--- config.mk ---
export PLATFORM = sky130hd
export DESIGN_NAME = cache_controller
export DESIGN_NICKNAME = d
export VERILOG_FILES = /design/src/rtl/cache_ctrl_pkg.sv /design/src/rtl/cache_controller.sv
export SDC_FILE = /design/constraint.sdc
export NUM_CORES = 1
export LEC_CHECK = 0
export ABC_AREA = 1
export CORE_MARGIN = 2
export CORE_UTILIZATION = 40
export CTS_CLUSTER_DIAMETER = 100
export DETAILED_ROUTE_END_ITERATION = 12
export PLACE_DENSITY = 0.83
export SYNTH_ARGS = -nofsm -noshare
export SYNTH_HDL_FRONTEND = slang
export SYNTH_SLANG_ARGS = --single-unit
export TNS_END_PERCENT = 1
--- constraint.sdc ---
create_clock -name clk -period 1.66 [get_ports clk]
set_clock_uncertainty 0.05 [all_clocks]
set_input_delay 0.332 -clock clk [delete_from_list [all_inputs] [get_ports clk]]
set_output_delay 0.332 -clock clk [all_outputs]
set_load 0.01 [all_outputs]
--- src/rtl/cache_ctrl_pkg.sv ---
`default_nettype none
// ============================================================================
//  Module   : cache_ctrl_pkg
//  Purpose  : Shared types and widths for the data-cache front-end controller.
//  Revision : 1.0 - initial release
// ============================================================================
package cache_ctrl_pkg;

  // Controller states
  typedef enum logic [1:0] {
    IDLE    = 2'd0,
    RD_MISS = 2'd1,
    FILL    = 2'd2,
    WR      = 2'd3
  } state_e;

  // Default data-memory base address; cache/SRAM offset = addr - base
  localparam logic [31:0] BASE_ADDR_DEFAULT = 32'd1024;

  // Cache address: tag 10 | index 6 | word 1 | byte 2
  localparam int CADDR_W = 19;
  localparam int LINE_W  = 64;
  localparam int WORD_W  = 32;

endpackage
`default_nettype wire

--- src/rtl/cache_controller.sv ---
`default_nettype none
// ============================================================================
//  Module   : cache_controller
//  Purpose  : MEM-stage front end for the 2-way data cache. Zero-latency read
//             hits, 64-bit line fetch + fill on read miss, write-through /
//             no-allocate stores that invalidate the cached copy.
//  Options  : CACHE_CTRL_PERF_CNT_EN - adds saturating hit_cnt / miss_cnt.
//  Revision : 1.0 - initial release
// ============================================================================
module cache_controller
  import cache_ctrl_pkg::*;
#(
  parameter logic [31:0] BASE_ADDR = BASE_ADDR_DEFAULT
) (
  input  logic                clk,
  input  logic                rst,
  input  logic [31:0]         mem_addr,
  input  logic [WORD_W-1:0]   mem_wdata,
  input  logic                mem_r_en,
  input  logic                mem_w_en,
  output logic [WORD_W-1:0]   mem_rdata,
  output logic                ready,
  output logic [CADDR_W-1:0]  cache_addr,
  output logic                cache_r_en,
  output logic                cache_w_en,
  output logic                cache_invalidate,
  output logic [LINE_W-1:0]   cache_wdata,
  input  logic                cache_hit,
  input  logic [WORD_W-1:0]   cache_rdata,
  output logic [31:0]         sram_addr,
  output logic [WORD_W-1:0]   sram_wdata,
  output logic                sram_r_en,
  output logic                sram_w_en,
  input  logic [LINE_W-1:0]   sram_rdata,
  input  logic                sram_ready
`ifdef CACHE_CTRL_PERF_CNT_EN
  ,
  output logic [31:0]         hit_cnt,
  output logic [31:0]         miss_cnt
`endif
);

  state_e              r_state;
  state_e              w_next;
  logic [31:0]         r_off;
  logic [WORD_W-1:0]   r_wdata;
  logic [LINE_W-1:0]   r_line;

  logic [31:0]         w_off;
  logic                w_idle_wr;
  logic                w_idle_hit;
  logic                w_idle_miss;

  // Offset into data memory (wraps for addresses below the base)
  assign w_off       = mem_addr - BASE_ADDR;
  assign w_idle_wr   = (r_state == IDLE) && mem_w_en;
  assign w_idle_hit  = (r_state == IDLE) && !mem_w_en && mem_r_en && cache_hit;
  assign w_idle_miss = (r_state == IDLE) && !mem_w_en && mem_r_en && !cache_hit;

  // State and request capture registers
  always_ff @(posedge clk or negedge rst) begin
    if (!rst) begin
      r_state <= IDLE;
      r_off   <= '0;
      r_wdata <= '0;
      r_line  <= '0;
    end else begin
      r_state <= w_next;
      if (w_idle_wr) begin
        r_off   <= w_off;
        r_wdata <= mem_wdata;
      end else if (w_idle_miss) begin
        r_off   <= w_off;
      end
      if (r_state == RD_MISS && sram_ready) begin
        r_line <= sram_rdata;
      end
    end
  end

  // Next-state and output decode
  always_comb begin
    w_next           = r_state;
    ready            = 1'b1;
    mem_rdata        = '0;
    cache_addr       = r_off[CADDR_W-1:0];
    cache_r_en       = 1'b0;
    cache_w_en       = 1'b0;
    cache_invalidate = 1'b0;
    cache_wdata      = '0;
    sram_addr        = '0;
    sram_wdata       = '0;
    sram_r_en        = 1'b0;
    sram_w_en        = 1'b0;
    case (r_state)
      IDLE: begin
        cache_addr = w_off[CADDR_W-1:0];
        if (mem_w_en) begin
          cache_invalidate = 1'b1;
          ready            = 1'b0;
          w_next           = WR;
        end else if (mem_r_en) begin
          if (cache_hit) begin
            cache_r_en = 1'b1;
            mem_rdata  = cache_rdata;
          end else begin
            ready  = 1'b0;
            w_next = RD_MISS;
          end
        end
      end
      RD_MISS: begin
        ready     = 1'b0;
        sram_r_en = 1'b1;
        sram_addr = {r_off[31:3], 3'b000};
        if (sram_ready) w_next = FILL;
      end
      FILL: begin
        cache_w_en  = 1'b1;
        cache_wdata = r_line;
        mem_rdata   = r_off[2] ? r_line[63:32] : r_line[31:0];
        w_next      = IDLE;
      end
      WR: begin
        sram_w_en  = 1'b1;
        sram_addr  = r_off;
        sram_wdata = r_wdata;
        ready      = sram_ready;
        if (sram_ready) w_next = IDLE;
      end
      default: w_next = IDLE;
    endcase
  end

`ifdef CACHE_CTRL_PERF_CNT_EN
  logic [31:0] r_hit_cnt;
  logic [31:0] r_miss_cnt;

  // Saturating hit / miss event counters
  always_ff @(posedge clk or negedge rst) begin
    if (!rst) begin
      r_hit_cnt  <= '0;
      r_miss_cnt <= '0;
    end else begin
      if (w_idle_hit && r_hit_cnt != 32'hFFFF_FFFF)   r_hit_cnt  <= r_hit_cnt + 32'd1;
      if (w_idle_miss && r_miss_cnt != 32'hFFFF_FFFF) r_miss_cnt <= r_miss_cnt + 32'd1;
    end
  end

  assign hit_cnt  = r_hit_cnt;
  assign miss_cnt = r_miss_cnt;
`else
  // Hit indication only feeds the optional counters
  logic w_unused;
  assign w_unused = w_idle_hit;
`endif

endmodule
`default_nettype wire
* Yosys cells after proc, flatten, opt, wreduce, memory -nomap -nowiden
Index checks and enable logic that the tools add are counted.
** Storage, ports and cells
- Input port bits :: 166
- Word-level logic and storage cells :: 51
- Register bits after elaboration :: 130
- Output and inout port bits :: 185
** Cells by class
- Equal/unequal tests :: 7
- Multiplexer cells :: 29
- Reductions and logical operators :: 10
- Add/sub/neg operators :: 1
** Operators by type and width (count)
- 32-bit 2-to-1 mux :: 7
- 32-bit case mux with 2 select lines :: 2
- 64-bit 2-to-1 mux :: 1
- 32-bit by 11-bit subtractor with 32-bit output (second input constant) :: 1
- 19-bit 2-to-1 mux :: 1
- 1-bit 2-to-1 mux :: 11
- 2-bit 2-to-1 mux :: 5
- 2-bit case mux with 4 select lines :: 1
- 3-bit inequality test (second input constant) :: 2
- 1-bit logical AND :: 5
- 2-bit equality test (second input constant) :: 2
- 2-bit inequality test (second input constant) :: 2
- 4-bit AND reduction :: 1
- 1-bit case mux with 3 select lines :: 1
- 2-bit by 1-bit equality test with 1-bit output (second input constant) :: 1
- 1-bit zero test :: 2
- 2-bit zero test :: 1
- 2-bit nonzero test :: 1

* Depth between registers and ports, before layout
- Depth in word-level cells :: 6
- Gate-level depth with buffers :: 9
- Depth with buffers taken out :: 8

* Least setup slack after synthesis
No wires, ideal clock.
- Path kind :: register to output
- From :: reg r_state[0]
- To :: out mem_rdata[21]
- Setup slack :: -0.074 ns
- Arrival time :: 1.352 ns
- Stages on the path, launching flop included :: 7
- Cell sequence :: dfrtp_1 > nor2_2 > nand4_1 > inv_1 > buf_1 > nand2_1 > o21ai_0
** Between the ends
- Word-level cells in the longest chain between the ends :: 2
- Elaborated cells between the ends (all ways) :: 3
- Classes of those cells :: 1 x eq/ne; 1 x mux; 1 x reduce/logical
** RTL lines
- from (decl) :: line cache_controller.sv:43 : state_e r_state;
- from (signal assigned) :: line cache_controller.sv:68 : r_state <= w_next;
- 2-bit equality test or 2-bit zero test (tied branches) :: line cache_controller.sv:95 : case (r_state)
- 32-bit case mux with 2 select lines (*) :: line cache_controller.sv:95
- to (decl) :: line cache_controller.sv:21 : output logic [WORD_W-1:0] mem_rdata,
Every way passes the cells marked *; elsewhere a longest branch is shown, timed or not.

* Worst setup path in the final report
- From :: reg r_state[0]
- To :: out mem_rdata[15]
The elaborated chain is that of the path after synthesis.

==> results_dict.tcl <==
set metrics [dict create \
    status "complete, but fails checks" \
    violations "setup timing" \
    critPathRequiredTime_ps 1280 \
    multi_input_area_sq_mm 0.00336 \
    core_sq_mm 0.0173 \
    postSynthCellCount 1033 \
    ys_ff_latch 130 \
    vias 8290 \
    ctsRootBufferMaster "clkbuf_16" \
    grt_start_max_net_pins 46 \
    grt_pass1_vias 7950 \
    cts_buffers 17 \
    critical_path_arrival_ps 1870 \
    route.detailed.drc 0 \
    hold_path_class "primary input to register" \
    final_util 0.702 \
    design.portCount 351 \
    antenna_found_initial 1 \
    drt-initial-drc-count 450 \
    syn_area_sq_mm 0.00707 \
    die_x_um 137 \
    yosys.area_share.xor_xnor 0.00991 \
    overflow 0 \
    wl_per_cell_um 15.9 \
    final.setup.tns_ps -63710 \
    cts_tree "yes" \
    clock_latency_ps 410 \
    grt_pass1_wl_um 39700 \
    syn_nets 1200 \
    drv_slew 0 \
    max_stage_delay_ps 420 \
    place_area_sq_mm 0.0115 \
    timing.final.ws_setup_ps -589 \
    drive_above_1_share 0.303 \
    rows 48 \
    routed_wl_um 26800 \
    holdWs_ps 257 \
    worst_pin_slew_ps 476 \
    portBuffers 350 \
    htreeDepth 4 \
    timing.final.hold_violations 0 \
    min_from "mem_addr[10]" \
    crit_chain "nor2_4, nand4_1, inv_2, buf_12, nand2_1, o21ai_1, buf_2" \
    clk_pin_slew_ps 60 \
    place_hpwl_um 18600 \
    grt_use_total 0.273 \
    drt_pre_antenna_iters 5 \
    min_period_over_period 1.35 \
    synth_cell_type_count 22 \
    die-area_sq_mm 0.0187 \
    finalPower_mw 21.1 \
    critical_path_peak_fanout 8 \
    die_y_um 137 \
    synth_compound_area_frac 0.144 \
    clock_path_buffers 2 \
    yosys_warnings 0 \
    ff_latch_area_sq_mm 0.00325 \
    layout_commonest_cell "nand2_1" \
    rr_startpoint "r_state[0]" \
    finalInstanceArea_sq_mm 0.0121 \
    vias_per_cell 4.91 \
    nets 1616 \
    synth_area_leaders "dfrtp_1, nor2_1, nand2_1" \
    final_cell_mix "nand2_1, inv_1, nor2_1" \
    yosysTopAreaCellShare 0.460 \
    ir_drop_v 0.00109 \
    crit_path_start_kind "register" \
    drtAntennaViolNets 0 \
    yosysTopAreaCell "dfrtp_1" \
    leakage_nw 6.44 \
    cpMaxStageDelayCell "dfrtp_1" \
    worstSetupPathType "register to primary output" \
    muxShareOfSynthArea 0 \
    r2r_cells 10 \
    syn_area_per_cell_sq_um 6.84 \
    synth_top_family_by_area "simple AND/OR/NAND/NOR gates" \
    min_path_cells 2 \
    max_slew_margin 0.683 \
    fmax_ghz 0.445 \
    dp_cells 1638 \
    pre_cts_ws_ps -971 \
    synthAdderAreaFrac 0.00177 \
    synth_seq_area_share 0.460 \
    maxCapViolCount 0 \
    synth_simple_gate_area_frac 0.257 \
    crit_start "r_state[0]" \
    finalCriticalPeriod_ps 2250 \
    power_density_mw_per_mm2 1740 \
    cts_sinks 130 \
    finalSetupViolations 231 \
    place_congestion 0.942 \
    final_cells 1688 \
    start_util 0.409 \
    fillers 1390 \
    cp-end-kind "primary output" \
    rsz0062_at_grt "true" \
    area_growth_pct 71.8 \
]
## cell usage after synthesis
library cell	n
a21o_1	1
xnor2_1	2
nor2_1	228
nand3_1	29
clkbuf_1	27
nand4_1	6
nor2_4	2
o21ai_1	19
dfrtp_1	130
buf_4	4
ha_1	1
xor2_1	6
o21ai_0	85
nor2_2	2
o22ai_1	1
buf_6	1
nand2_1	197
buf_1	4
inv_1	169
inv_2	2
a21oi_1	96
buf_2	21
## worst max-delay path, delay by kind of cell (launching register included)
| family | cells | cell delay (ps) |
|---|---|---|
| AOI/OAI and AO/OA | 1 | 160 |
| buffers and inverters | 3 | 470 |
| DFF | 1 | 420 |
| and+or+nand+nor | 3 | 400 |
## layer usage
| layer | up-vias | wire length (um) | track usage |
|---|---|---|---|
| met3 | 95 | 2260 | 0.0656 |
| met5 | - | 0 | 0 |
| li1 | 3992 | - | - |
| met2 | 383 | 13300 | 0.457 |
| met4 | 0 | 1370 | 0.162 |
| met1 | 3820 | 9870 | 0.317 |
## sequential cells by signal (all words and copies together) (netlist names)
register / cells
r_off: 32
r_line: 64
r_state: 2
r_wdata: 32
## area by class of cell
type	instances	area share
diodes	1	0.000206
clock buffers	18	0.0362
clock inverters	14	0.0108
inverters	171	0.0546
multi-input cells	675	0.277
flip-flops and latches	130	0.268
well taps	225	0.0232
repair buffers	454	0.330
## cell families (layout without fill, tap and decap cells)
logic type / Yosys count / after routing
AOI/OAI and AO/OA: 202 / 202
xor gates and xnor gates: 8 / 8
adders and majority gates: 1 / 1
buffers and inverters: 228 / 657
DFF: 130 / 130
other: 0 / 1
and+or+nand+nor: 464 / 464
## report_power, final
| group | internal [mW] | total [mW] | switching [mW] |
|---|---|---|---|
| clock network | 2.11 | 3.60 | 1.49 |
| logic | 5.18 | 12.2 | 6.98 |
| registers | 4.68 | 5.38 | 0.697 |
## worst paths after layout
| path | endpoint | slack, ps |
|---|---|---|
| min in group asynchronous | r_line[44] | 380 |
| hold / removal | r_off[10] | 260 |
| setup reg to reg | r_off[10] | -70 |
| hold reg to reg | r_off[21] | 440 |
| max in group asynchronous | r_off[2] | 580 |
| setup / recovery | mem_rdata[15] | -590 |
## repair_timing
item / CTS / global route
buffers inserted: 6 / 5
resized for setup: 850 / 158
endpoints found under the setup margin: 234 / 274
gates cloned: 4 / 2
hold buffers: 1 / 0
endpoints found under the hold margin: 37 / 0
pin swaps: 7 / 8
Note: power is estimated with default switching activity, not from simulation.
